--- src/rtl/rcc_test_mode_pkg.sv ---
// Shared definitions for the test-mode entry/exit sequencer.
package rcc_test_mode_pkg;

    localparam int unsigned CNT_W_DEFAULT = 8;

    typedef enum logic [3:0] {
        ST_FUNC     = 4'd0,
        ST_QUIESCE  = 4'd1,
        ST_RST_ON   = 4'd2,
        ST_SCAN_ON  = 4'd3,
        ST_TEST_RUN = 4'd4,
        ST_RST_EXIT = 4'd5,
        ST_SCAN_OFF = 4'd6,
        ST_TM_OFF   = 4'd7,
        ST_RESUME   = 4'd8
    } state_e;

    // Registered output bundle, one bit per sequencer output
    typedef struct packed {
        logic clk_en;
        logic testmode;
        logic scan_mode;
        logic test_rst_n;
        logic test_ack;
        logic busy;
    } tm_out_t;

    localparam tm_out_t OUT_RESET = '{
        clk_en:     1'b1,
        testmode:   1'b0,
        scan_mode:  1'b0,
        test_rst_n: 1'b1,
        test_ack:   1'b0,
        busy:       1'b0
    };

    // Per-state output table: clk_en, testmode, scan_mode, test_rst_n, test_ack, busy
    function automatic tm_out_t state_out(input state_e s);
        tm_out_t o;
        o = OUT_RESET;
        case (s)
            ST_FUNC:     o = 6'b100100;
            ST_QUIESCE:  o = 6'b000101;
            ST_RST_ON:   o = 6'b010001;
            ST_SCAN_ON:  o = 6'b011001;
            ST_TEST_RUN: o = 6'b011110;
            ST_RST_EXIT: o = 6'b011001;
            ST_SCAN_OFF: o = 6'b010001;
            ST_TM_OFF:   o = 6'b000101;
            ST_RESUME:   o = 6'b000101;
            default:     o = OUT_RESET;
        endcase
        return o;
    endfunction

    // States whose dwell time is set by the settle counter
    function automatic logic is_timed(input state_e s);
        logic t;
        t = 1'b0;
        case (s)
            ST_QUIESCE, ST_RST_ON, ST_SCAN_ON,
            ST_RST_EXIT, ST_SCAN_OFF, ST_TM_OFF, ST_RESUME: t = 1'b1;
            default:                                        t = 1'b0;
        endcase
        return t;
    endfunction

endpackage

--- src/rtl/rcc_settle_cnt.sv ---
// Loadable settle down-counter; cnt_done flags the last cycle of a timed state.
module rcc_settle_cnt #(
    parameter int unsigned CNT_W = 8
) (
    input  logic             clk,
    input  logic             rst_n,
    input  logic             load,
    input  logic [CNT_W-1:0] load_val,
    output logic             cnt_done
);

    logic [CNT_W-1:0] cnt_q;

    // Load max(load_val,1) on entry, then count down and hold at zero
    always_ff @(posedge clk or negedge rst_n) begin
        if (!rst_n) begin
            cnt_q <= '0;
        end else if (load) begin
            cnt_q <= (load_val == '0) ? CNT_W'(1) : load_val;
        end else if (cnt_q != '0) begin
            cnt_q <= cnt_q - CNT_W'(1);
        end
    end

    assign cnt_done = (cnt_q == CNT_W'(1));

endmodule

--- src/rtl/rcc_test_mode_seq.sv ---
// Sequences clock quiesce, reset-mux and clock-mux switching into and out of test mode.
module rcc_test_mode_seq
    import rcc_test_mode_pkg::*;
#(
    parameter int unsigned CNT_W = CNT_W_DEFAULT
) (
    input  logic             clk,
    input  logic             rst_n,
    input  logic             test_req,
    input  logic [CNT_W-1:0] settle_cycles,
    output logic             clk_en,
    output logic             testmode,
    output logic             scan_mode,
    output logic             test_rst_n,
    output logic             test_ack,
    output logic             busy
);

    state_e  state_q;
    state_e  state_nxt;
    tm_out_t out_q;
    logic    cnt_load;
    logic    cnt_done;

    rcc_settle_cnt #(
        .CNT_W (CNT_W)
    ) u_settle_cnt (
        .clk      (clk),
        .rst_n    (rst_n),
        .load     (cnt_load),
        .load_val (settle_cycles),
        .cnt_done (cnt_done)
    );

    // Next-state logic including aborts out of the entry path
    always_comb begin
        state_nxt = state_q;
        case (state_q)
            ST_FUNC: begin
                if (test_req) state_nxt = ST_QUIESCE;
            end
            ST_QUIESCE: begin
                if (!test_req)     state_nxt = ST_RESUME;
                else if (cnt_done) state_nxt = ST_RST_ON;
            end
            ST_RST_ON: begin
                if (!test_req)     state_nxt = ST_TM_OFF;
                else if (cnt_done) state_nxt = ST_SCAN_ON;
            end
            ST_SCAN_ON: begin
                if (!test_req)     state_nxt = ST_SCAN_OFF;
                else if (cnt_done) state_nxt = ST_TEST_RUN;
            end
            ST_TEST_RUN: begin
                if (!test_req) state_nxt = ST_RST_EXIT;
            end
            ST_RST_EXIT: begin
                if (cnt_done) state_nxt = ST_SCAN_OFF;
            end
            ST_SCAN_OFF: begin
                if (cnt_done) state_nxt = ST_TM_OFF;
            end
            ST_TM_OFF: begin
                if (cnt_done) state_nxt = ST_RESUME;
            end
            ST_RESUME: begin
                if (cnt_done) state_nxt = ST_FUNC;
            end
            default: state_nxt = ST_FUNC;
        endcase
    end

    // Reload the settle counter whenever a timed state is entered
    assign cnt_load = (state_nxt != state_q) && is_timed(state_nxt);

    // State and output registers; outputs follow the state being entered
    always_ff @(posedge clk or negedge rst_n) begin
        if (!rst_n) begin
            state_q <= ST_FUNC;
            out_q   <= OUT_RESET;
        end else begin
            state_q <= state_nxt;
            out_q   <= state_out(state_nxt);
        end
    end

    assign clk_en     = out_q.clk_en;
    assign testmode   = out_q.testmode;
    assign scan_mode  = out_q.scan_mode;
    assign test_rst_n = out_q.test_rst_n;
    assign test_ack   = out_q.test_ack;
    assign busy       = out_q.busy;

endmodule

--- config.mk ---
export PLATFORM = sky130hd
export DESIGN_NAME = rcc_test_mode_seq
export DESIGN_NICKNAME = d
export VERILOG_FILES = /design/src/rtl/rcc_test_mode_pkg.sv /design/src/rtl/rcc_settle_cnt.sv /design/src/rtl/rcc_test_mode_seq.sv
export SDC_FILE = /design/constraint.sdc
export NUM_CORES = 1
export LEC_CHECK = 0
export ABC_AREA = 1
export CAP_MARGIN = 5
export CORE_MARGIN = 2
export CORE_UTILIZATION = 59
export CTS_CLUSTER_DIAMETER = 40
export DETAILED_ROUTE_END_ITERATION = 10
export GPL_TIMING_DRIVEN = 0
export PLACE_DENSITY = 0.84
export SYNTH_ARGS = -nofsm -noshare
export SYNTH_HDL_FRONTEND = slang
export SYNTH_SLANG_ARGS = --single-unit
export TNS_END_PERCENT = 5
--- constraint.sdc ---
create_clock -name clk -period 6.76 [get_ports clk]
set_input_delay 1.69 -clock clk [delete_from_list [all_inputs] [get_ports clk]]
set_output_delay 1.69 -clock clk [all_outputs]
set_load 0.005 [all_outputs]
# After elaboration in Yosys (flattened, before gate mapping)
# Memories as Yosys holds them, arrays and structs flattened. A register that Yosys moved wholly into a read port is not among the register bits.
# Index checks and enable logic that the tools add are counted.
# W data, S select, Z words.
dict set report op_classes {
  addsub 1
  multipliers 0
  div_mod_pow 0
  magnitude_cmp 0
  eq_ne 17
  shifts 0
  n_mux 17
  bitwise 0
  n_reduce_logical 7
}
# op n
set ops {}
lappend ops {{$mux W4} 12}
lappend ops {{$pmux W4 S9} 1}
lappend ops {{$eq A4 B3 Y1 const B} 7}
lappend ops {{$mux W8} 3}
lappend ops {{$eq A4 B2 Y1 const B} 4}
lappend ops {{$eq A4 B1 Y1 const B} 2}
lappend ops {{$eq A4 B4 Y1 const B} 2}
lappend ops {{$eq A8 B1 Y1 const B} 1}
lappend ops {{$logic_not A8 Y1} 1}
lappend ops {{$reduce_bool A8 Y1} 1}
lappend ops {{$sub A8 B1 Y8 const B} 1}
lappend ops {{$reduce_or A7 Y1} 1}
lappend ops {{$logic_not A4 Y1} 1}
lappend ops {{$ne A4 B4 Y1} 1}
lappend ops {{$reduce_bool A2 Y1} 1}
lappend ops {{$logic_and A1 B1 Y1} 1}
lappend ops {{$logic_not A1 Y1} 1}
lappend ops {{$mux W1} 1}
dict set report totals {
  reg_bits 12
  latchBits 0
  mem_bits_rw 0
  romBits 96
  output_inout_bits 6
  n_memories 1
}
# memory words word_bits read_ports rd_ports_with_merged_regs wr line_no
set mem_list {}
lappend mem_list {{(name not given)} 16 6 1 1 0 rcc_test_mode_pkg.sv:41} ;# case (s)

# Depth between registers and ports, before layout
# Gate-level depths: netlist of run 1.
dict set report logic_depth {
  depth_word 9
  mapped_depth 18
}

# Modules after synthesis
# Synthesis of run 1 repeated with hierarchy kept, for this count alone.
dict set report hier_totals {
  hier_cells 196
  area_unflattened_um2 1366.3
}
# module n_inst cells_per_inst area_each_um2 seq_area_each_um2
set by_module_without_submodules {}
lappend by_module_without_submodules {rcc_test_mode_seq 1 111 749.5 252.7}
lappend by_module_without_submodules {rcc_settle_cnt 1 85 616.8 200.2}

# Least setup slack after synthesis of run 1
# No wires, ideal clock.
dict set report synth_path {
  path_kind {input-to-reg}
  startpoint {input port test_req}
  endpoint {register u_settle_cnt.cnt_q[1]}
  setup_time_ns 0.116
  t_arrival_ns 3.140
  path_slack_ns 3.504
  path_stages 16
  n_path_buf 1
  path_cell_list {inv_1 nand3_1 o21ai_0 a31oi_1 nand2_1 inv_1 ha_1 inv_1 nor2_1 nor2_1 nand2_4 nand2_2 buf_6 nand2_1 nor2_1 nor2_1}
}
dict set report synth_between {
  elab_chain_cells 7
  elab_cells_between_ends 19
  classes_between {eq/ne: 8; mux: 8; reduce/logical: 3}
}
# item line_no
set synth_rtl {}
lappend synth_rtl {{start, declared} rcc_test_mode_seq.sv:9} ;# input logic test_req,
lappend synth_rtl {{$mux W4, on equally long branches} n/a}
lappend synth_rtl {{$pmux W4 S9 (*)} rcc_test_mode_seq.sv:38} ;# case (state_q)
lappend synth_rtl {{via state_nxt[1]} rcc_test_mode_seq.sv:20} ;# state_e state_nxt;
lappend synth_rtl {{$eq A4 B1 Y1 (tied with other cells)} rcc_test_mode_pkg.sv:60} ;# case (s)
lappend synth_rtl {{$reduce_or A7 Y1} rcc_test_mode_pkg.sv:60}
lappend synth_rtl {{$mux W1} rcc_test_mode_pkg.sv:60}
lappend synth_rtl {{$logic_and A1 B1 Y1 (*)} rcc_test_mode_seq.sv:74} ;# assign cnt_load = (state_nxt != state_q) && is_timed(state_nxt);
lappend synth_rtl {{$mux W8 or $reduce_bool A2 Y1 (tied branches)} n/a}
lappend synth_rtl {{end signal, assigned} rcc_settle_cnt.sv:19} ;# cnt_q <= (load_val == '0) ? CNT_W'(1) : load_val;
lappend synth_rtl {{end signal, assigned} rcc_settle_cnt.sv:21} ;# cnt_q <= cnt_q - CNT_W'(1);
lappend synth_rtl {{end, declared} rcc_settle_cnt.sv:12} ;# logic [CNT_W-1:0] cnt_q;
# Mark *: on every way through the listed nets, which the timed path passes. The rest lies on a longest branch.
# A chain may end at the register's enable or synchronous reset.

# Worst setup path after layout of run 1
# Ends and elaborated chain as after synthesis.

==> results.yml, run 1 <==
synth:
  synth-async-reset-ratio_pct: 100
  synth-seq-area-share_pct: 34.2
  synth.most_common_cell: "nand2_1"
  synth_top_cells_by_count: "35 x nand2_1, 25 x nor2_1, 23 x inv_1, 16 x dfrtp_1, 11 x nand3_1"
  synth.largest_area_cell: "dfrtp_1"
  synth_edf_count: 0
  yosys.area.top_type_share_pct: 30.3
  syn-cell-area_um2: 1320
  avgSynthCellArea_um2: 7.47
  yosysWarnings: 0
  syn_inst: 177
  yosysUniqueCellTypes: 32
  synth_seq_cells: 18
  synth_fp_nets: 195
  synth_ff_type: "dfrtp_1"
  synth_area_leaders: "dfrtp_1 30%, nand2_1 9.9%, nor2_1 7.1%"
cts:
  clock_path_buffers: 2
  cts_setup_buffers: 0
  ctsHoldBuffers: 0
  clock_latency_ns: 0.30
  cts_tree: "built"
  clkTransAtPathRegs_ns: 0.12
  htreeDepth: 1
  cts_resized: 0
  ctsRootBufferMaster: "clkbuf_4"
  cts_buffers: 3
  cts_sinks: 18
worst_hold_path:
  min_to: "u_settle_cnt.cnt_q[1]"
  min-delay-start: "u_settle_cnt.cnt_q[1]"
  hold_depth: 2
  hold_path.class: "register to register"
timing:
  min_period_ns: 3.75
  clock-skew-final_ns: 0.0127
  setup_viol: 0
  finalSetupTns_ns: 0
  timing.slew.headroom_pct: 44.2
  period_share_pct: 55.5
  fmax_mhz: 267
  rsz0062_at_grt: "false"
  tightest_slew_ns: 0.834
  slew_viol_final: 0
  hold_viol: 0
  worst_hold_slack_ns: 0.517
critical_path:
  r2r_cells: 17
  startpoint_type: "input pin"
  arrival_ns: 3.96
  path_common_cell: "nor2_1"
  r2r_end: "u_settle_cnt.cnt_q[1]"
  rrSetupSlack_ns: 4.05
  critPathRequiredTime_ns: 6.97
  crit_chain: "clkdlybuf4s50_1, nand2_1, nand2_1, nand3_1, nand3_1, inv_2, ha_1, inv_1, nor2_1, nor2_1, nand2_4, nand2_2, buf_6, nand2_1, nor2_1, nor2_1"
  crit_slowest_cell: "clkdlybuf4s50_1"
  worst-setup-path-type: "input pin to register"
  timing.rr.start: "u_settle_cnt.cnt_q[1]"
  max_stage_delay_ns: 0.50
  cp_max_fo: 10
  crit_path_end_kind: "register"
floorplanning:
  rows: 17
  dieHeight_um: 51.3
  start_util_pct: 61.0
  core-area_um2: 2170
  die_area_um2: 2640
  dieWidth_um: 51.3
  io_pins: 17
global_route:
  grt_pass1_wl_um: 4910
  grt_max_degree: 19
  grt_pass1_vias: 1161
  antenna_found_initial: 0
  grt_overflow: 0
  grt_use_total_pct: 25.1
cells_and_area:
  fin_cells: 225
  num_antenna_cells: 0
  fillers: 181
  final_area_um2: 1550
  nets: 216
  drive_above_1_share_pct: 14.7
  syn2layout_area_growth_pct: 17.5
routing:
  ant_nets: 0
  drt-total-wl_um: 2850
  vias_per_cell: 5.28
  dr.pass1.iters: 4
  first_iter_violations: 33
  via_count: 1188
  drcViolationCount: 0
  wire_per_inst_um: 12.7
power_and_ir_drop:
  total_power_w: 0.000621
  ir_worst_vdd_mv: 0.264
  leakage_nw: 0.787
  pwr_density_cell_nw_per_um2: 400
run:
  max_cap_viol_count: 0
placement:
  dpl.hpwl_um: 2240
  port_buffers: 16
  placed_area_um2: 1520
  gp_congestion: 0.915
  dpl.cell_count: 221
run_status:
  status: "complete, no violations"
==> kinds of logic after synthesis <==
kind of cell	share of synthesized area [%]
AOI/OAI and AO/OA	9.56
xor gates and xnor gates	5.30
adders and majority gates	6.62
buffers and inverters	9.37
DFF	34.2
and+or+nand+nor	34.9
==> how the worst max path moves through the flow <==
stage	startpoint	to	slack, ns	depth (start not counted)
2_1_floorplan	test_req	u_settle_cnt.cnt_q[1]	3.50	16
6_report	test_req	u_settle_cnt.cnt_q[1]	3.01	16
3_3_place_gp	test_req	u_settle_cnt.cnt_q[1]	2.78	16
5_1_grt	test_req	u_settle_cnt.cnt_q[1]	2.78	16
3_5_place_dp	test_req	u_settle_cnt.cnt_q[1]	2.70	16
4_1_cts	test_req	u_settle_cnt.cnt_q[1]	3.02	16
==> per-layer routing <==
metal	wire length (um)	track usage (%)	part of all wire [%]
met5	0	0	0
met1	1230	27.9	43
met4	50	10.1	1.8
met2	1470	47.2	51
met3	105	4.09	3.7
==> cell type report <==
type | count | area, um^2 | share of cell area [%]
multi-input cells | 128 | 746 | 48.0
flip-flops and latches | 18 | 453 | 29.1
repair buffers | 16 | 160 | 10.3
inverters | 30 | 113 | 7.25
clock buffers | 4 | 36.3 | 2.33
well taps | 28 | 35.0 | 2.25
plain buffers | 1 | 11.3 | 0.725
==> power breakdown <==
group | switching [W] | leakage, nW | internal [W]
registers | 0.0000322 | 0.222 | 0.000151
logic | 0.000229 | 0.543 | 0.000140
clock network | 0.0000364 | 0.0210 | 0.0000328
total | 0.000298 | 0.787 | 0.000323
==> worst max-delay path, delay by kind of cell <==
family | cells | cell delay, ns
and+or+nand+nor | 11 | 1.23
adders and majority gates | 1 | 0.22
buffers and inverters | 4 | 0.82
==> per-stage QoR <==
step / worst slack, ns / util [%]
finish: 3.01 / 71.6
global route: 2.78 / 71.6
CTS: 3.02 / 71.6
detailed placement: 2.70 / 70.0
global placement: 2.78 / 70.0
floorplan: 3.50 / -
==> placed cells by master (no fill, tap or decap), drive strengths merged <==
cell	n
buf	1
nor2	28
o21ai	7
nand3	13
nor4	2
nand4	1
clkbuf	4
inv	29
nand3b	2
ha	7
o22ai	1
a31oi	1
xor2	7
a21o	1
clkdlybuf4s50	16
dfrtp	16
dfstp	2
o21bai	2
nand2	43
o32ai	1
clkinv	1
nor3	3
a21oi	8
xnor2	1
==> state kept, by name, indices dropped and copies added, names as in the netlist <==
| name | count |
|---|---|
| state_q | 4 |
| u_settle_cnt.cnt_q | 8 |
| busy | 1 |
| testmode | 1 |
| test_ack | 1 |
| clk_en | 1 |
| test_rst_n | 1 |
| scan_mode | 1 |
Power figures use the tool's default switching activity.
==> run 2, diff against run 1 <==
--- a/config.mk
+++ b/config.mk
@@ -8,11 +8,11 @@
 export ABC_AREA = 1
 export CAP_MARGIN = 5
 export CORE_MARGIN = 2
-export CORE_UTILIZATION = 59
+export CORE_UTILIZATION = 54
 export CTS_CLUSTER_DIAMETER = 40
 export DETAILED_ROUTE_END_ITERATION = 10
 export GPL_TIMING_DRIVEN = 0
-export PLACE_DENSITY = 0.84
+export PLACE_DENSITY = 0.78
 export SYNTH_ARGS = -nofsm -noshare
 export SYNTH_HDL_FRONTEND = slang
 export SYNTH_SLANG_ARGS = --single-unit
==> constraint.sdc (replaced) <==
create_clock -name clk -period 3.6 [get_ports clk]
set_input_delay 0.9 -clock clk [delete_from_list [all_inputs] [get_ports clk]]
set_output_delay 0.9 -clock clk [all_outputs]
set_load 0.005 [all_outputs]
==> results.yml, run 2 (synthesis gave the netlist of run 1 again) <==
run_status:
  status: "complete, no violations"
routing:
  routed-wl-met3_um: 79
  wire_per_inst_um: 12.1
  dr_wl_met2_um: 1440
  drt-total-wl_um: 2720
  drcViolationCount: 0
  met1_length_um: 1180
  dr.pass1.iters: 4
  vias_per_cell: 5.20
  first_iter_violations: 35
  ant_nets: 0
  highest_layer: "met4"
  via_count: 1169
floorplanning:
  rows: 17
  start_util_pct: 58.7
  die_area_um2: 2860
  dieHeight_um: 53.5
  core-area_um2: 2250
  io_pins: 17
  dieWidth_um: 53.5
placement:
  dpl.hpwl_um: 2170
  gp_congestion: 0.872
  port_buffers: 16
  placed_area_um2: 1520
global_route:
  grt_pass1_vias: 1117
  grt_overflow: 0
  grt_pass1_wl_um: 4750
  grt_use_total_pct: 22.8
  grt_max_degree: 19
  antenna_found_initial: 0
cells_and_area:
  fin_util_pct: 68.9
  final_common_cell: "nand2_1"
  largestRegisters: "u_settle_cnt.cnt_q (8), state_q (4)"
  fillers: 189
  largest_reg_flops: 8
  largest-register: "u_settle_cnt.cnt_q"
  final_cell_mix: "35 x nand2_1, 25 x nor2_1, 23 x inv_1"
  syn2layout_area_growth_pct: 17.5
  final_area_um2: 1550
  drive_above_1_share_pct: 14.7
  nets: 216
  num_antenna_cells: 0
power_and_ir_drop:
  pwr-share-seq_pct: 29.8
  p_switching_w: 0.000541
  pwr-share-clk_pct: 11.2
  leakage_nw: 0.787
  swShare_pct: 47.2
  ir_worst_vdd_mv: 0.431
  combPwrFrac_pct: 59.0
  internal_power_w: 0.000606
  pwr_density_cell_nw_per_um2: 739
cts:
  clock_latency_ns: 0.29
  clkTransAtPathRegs_ns: 0.11
  htreeDepth: 1
  cts_setup_buffers: 0
  ctsHoldBuffers: 0
  ctsRootBufferMaster: "clkbuf_4"
  cts_sinks: 18
  clock_path_buffers: 2
  cts_tree: "built"
  cts_resized: 0
  cts_buffers: 3
critical_path:
  worstSetupStartpoint: "test_req"
  r2r_cells: 17
  startpoint_type: "input pin"
  cp_max_fo: 10
  timing.rr.start: "u_settle_cnt.cnt_q[1]"
  critPathRequiredTime_ns: 3.80
  crit_path_end_kind: "register"
  worst-setup-path-type: "input pin to register"
  arrival_ns: 3.17
run:
  max_cap_viol_count: 0
timing:
  timing.slew.headroom_pct: 44.4
  tightest_slew_ns: 0.832
  period_share_pct: 82.5
  finalSetupTns_ns: 0
  slew_viol_final: 0
  min_period_ns: 2.97
  hold_viol: 0
  setup_viol: 0
  rsz0062_at_grt: "false"
  clock-skew-final_ns: 0.00335
  fmax_mhz: 337
worst_hold_path:
  hold_depth: 2
  min-delay-start: "u_settle_cnt.cnt_q[1]"
  hold_path.class: "register to register"
## run 2: cell counts in the layout (fill, tap and decap cells not counted)
Identical to the previous run, type by type.
## run 2: critical path: stages
cell and delay, ns:
clkdlybuf4s50_1 0.44, inv_1 0.09, nand3_1 0.11, o21ai_0 0.10, a31oi_1 0.06, nand2_1 0.23, inv_1 0.10, ha_1 0.22
inv_1 0.11, nor2_1 0.07, nor2_1 0.18, nand2_4 0.11, nand2_2 0.09, buf_6 0.13, nand2_1 0.05, nor2_1 0.11
nor2_1 0.05
## run 2: worst paths after layout
path                                    endpoint  slack [ns]
max in group asynchronous  u_settle_cnt.cnt_q[7]        2.02
hold reg to reg            u_settle_cnt.cnt_q[1]        0.52
hold / removal             u_settle_cnt.cnt_q[1]        0.52
min in group asynchronous             state_q[1]        1.07
setup / recovery           u_settle_cnt.cnt_q[1]        0.63
setup reg to reg           u_settle_cnt.cnt_q[1]        0.94
## run 2: power by group through the flow
stage / Clock (W) / Combinational, W / Sequential, W
after global placement: 0 / 0.000655 / 0.000344
after floorplan: 0 / 0.000531 / 0.000336
after global routing: 0.000141 / 0.000777 / 0.000351
final: 0.000129 / 0.000677 / 0.000342
after CTS: 0.000130 / 0.000677 / 0.000341
after detailed placement: 0 / 0.000673 / 0.000346
## run 2: per-layer routing
layer  up-vias  global-route usage [%]
met5         -                       0
met4         0                    5.13
met3         4                    4.80
met2        19                    40.3
met1       545                    28.1
li1        601                       -
## run 2: through the flow
step           worst slack, ns  power (W)  hold slack [ns]  cells
2_1_floorplan             1.13   0.000867            0.464    177
3_3_place_gp             0.397   0.000999            0.482    221
3_5_place_dp             0.351    0.00102            0.491    221
4_1_cts                  0.673    0.00115            0.518    225
5_1_grt                  0.364    0.00127            0.582    225
6_report                 0.632    0.00115            0.520    225
## run 2: cell type report
cell class	count	area [um^2]	area share (%)
Buffer	1	11.3	0.725
Clock buffer	4	36.3	2.33
Inverter	30	113	7.25
Multi-Input combinational cell	128	746	48.0
Sequential cell	18	453	29.1
Tap cell	28	35.0	2.25
Timing Repair Buffer	16	160	10.3
==> run 3, diff against run 2 <==
--- a/config.mk
+++ b/config.mk
@@ -8,11 +8,11 @@
 export ABC_AREA = 1
 export CAP_MARGIN = 5
 export CORE_MARGIN = 2
-export CORE_UTILIZATION = 54
+export CORE_UTILIZATION = 49
 export CTS_CLUSTER_DIAMETER = 40
 export DETAILED_ROUTE_END_ITERATION = 10
 export GPL_TIMING_DRIVEN = 0
-export PLACE_DENSITY = 0.78
+export PLACE_DENSITY = 0.75
 export SYNTH_ARGS = -nofsm -noshare
 export SYNTH_HDL_FRONTEND = slang
 export SYNTH_SLANG_ARGS = --single-unit
==> constraint.sdc (replaced) <==
create_clock -name clk -period 2.5 [get_ports clk]
set_input_delay 0.625 -clock clk [delete_from_list [all_inputs] [get_ports clk]]
set_output_delay 0.625 -clock clk [all_outputs]
set_load 0.005 [all_outputs]
==> results.yml, run 3 (synthesis gave the netlist of run 1 again) <==
cts:
  cts_buffers: 3
  ctsRootBufferMaster: "clkbuf_4"
  cts_tree: "built"
  cts_sinks: 18
  ctsHoldBuffers: 0
  htreeDepth: 1
  clock_latency_ns: 0.31
  clock_path_buffers: 2
  clkTransAtPathRegs_ns: 0.11
floorplanning:
  start_util_pct: 52.4
  rows: 18
  dieWidth_um: 56.0
  io_pins: 17
  core-area_um2: 2520
  die_area_um2: 3130
  dieHeight_um: 56.0
cells_and_area:
  fillers: 202
  final_area_um2: 1670
  largestRegisters: "u_settle_cnt.cnt_q (8), state_q (4)"
  num_antenna_cells: 0
  final_common_cell: "nand2_1"
  drive_above_1_share_pct: 25.9
  syn2layout_area_growth_pct: 26.6
  fin_cells: 231
  largest_reg_flops: 8
  largest-register: "u_settle_cnt.cnt_q"
  nets: 220
  final_cell_mix: "33 x nand2_1, 21 x nor2_1, 19 x inv_1"
critical_path:
  worst-setup-path-type: "register to register"
  rrSetupSlack_ns: 0.14
  max_stage_delay_ns: 0.41
  crit_path_end_kind: "register"
  startpoint_type: "register"
  crit_chain: "inv_2, ha_4, inv_1, nor2_1, nand2_1, a31oi_1, nand2_2, inv_2, ha_4, nor2_2, o21bai_2, nand2_2, nand2_4, nand2_2, buf_6, o21ai_2, inv_1"
  cp_num_buf_inv: 5
  cp_max_fo: 10
  cp_top_family: "simple AND/OR/NAND/NOR gates"
  critPathRequiredTime_ns: 2.72
  crit_slowest_cell: "dfrtp_1"
  arrival_ns: 2.58
  path_common_cell: "nand2_2"
global_route:
  grt_max_degree: 19
  grt_use_total_pct: 20.4
  grt_overflow: 0
  grt_pass1_vias: 1202
  grt_pass1_wl_um: 5040
  antenna_found_initial: 0
worst_hold_path:
  hold_path.class: "register to register"
timing:
  timing.slew.headroom_pct: 44.5
  min_period_ns: 2.36
  hold_viol: 0
  worst_hold_slack_ns: 0.544
  setup_viol: 0
  setup_slack_ns: 0.142
  fmax_mhz: 424
  tightest_slew_ns: 0.829
  clock-skew-final_ns: 0.00903
  slew_viol_final: 0
  period_share_pct: 94.3
power_and_ir_drop:
  pwr_density_cell_nw_per_um2: 1090
  ir_worst_vdd_mv: 0.789
  leakage_nw: 0.820
placement:
  dpl.hpwl_um: 2140
  post-place-ws_ns: -0.505
  dpl.cell_count: 223
  gp_congestion: 0.888
  port_buffers: 16
  placed_area_um2: 1520
routing:
  via_count: 1192
  vias_per_cell: 5.16
  dr.pass1.iters: 4
  wire_per_inst_um: 12.5
  ant_nets: 0
  drt-total-wl_um: 2900
  drcViolationCount: 0
  first_iter_violations: 32
run_status:
  status: "complete, no violations"
run:
  max_cap_viol_count: 0
run 3: routing by layer:
| metal | global-route usage [%] | vias up | wire [um] | share of wire, % |
|---|---|---|---|---|
| met4 | 8.84 | 0 | 63 | 2.2 |
| met2 | 38.3 | 26 | 1550 | 54 |
| met1 | 22.5 | 557 | 1170 | 40 |
| met3 | 3.26 | 7 | 109 | 3.8 |
| met5 | 0 | - | 0 | 0 |
| li1 | - | 602 | - | - |
run 3: final cells by class:
class,instances,area [um^2],share of cell area (%)
inverter,30,113,6.73
multi-input combinational,128,835,49.9
clock buffer,4,36.3,2.17
sequential,18,453,27.1
tap,30,37.5,2.24
timing repair buffer,20,189,11.3
buffer,1,11.3,0.673
run 3: per-stage QoR:
step                      total power (W)  TNS [ns]  utilization [%]
after floorplan                   0.00125         0                -
after global placement            0.00146     -3.27             60.3
after detailed placement          0.00148     -3.73             60.3
after CTS                         0.00172         0             63.4
after global routing              0.00199    -0.225             66.4
final                             0.00182         0             66.4
run 3: worst paths after layout:
check	startpoint	to	cells after the start
max	u_settle_cnt.cnt_q[1]	u_settle_cnt.cnt_q[0]	17
min	u_settle_cnt.cnt_q[1]	u_settle_cnt.cnt_q[1]	2
max reg2reg	u_settle_cnt.cnt_q[1]	u_settle_cnt.cnt_q[0]	17
min reg2reg	u_settle_cnt.cnt_q[1]	u_settle_cnt.cnt_q[1]	2
max in group asynchronous	rst_n	busy	1
min in group asynchronous	rst_n	state_q[0]	1
run 3: worst min-delay path, cell delays in order, from the launching register on:
cell	delay (ns)
dfrtp_1	0.39
nor2_1	0.06
nor2_1	0.07
run 3: repair_timing:
item                                    4_1_cts  5_1_grt
endpoints found under the setup margin        8        8
setup buffers                                 3        1
resized for setup                             8       17
pin swaps                                     3        6
endpoints found under the hold margin         0        0
run 3: where the power goes:
part / internal [W] / switching [W]
clock network: 0.0000891 / 0.000101
logic: 0.000454 / 0.000675
registers: 0.000408 / 0.0000943
total: 0.000951 / 0.000870
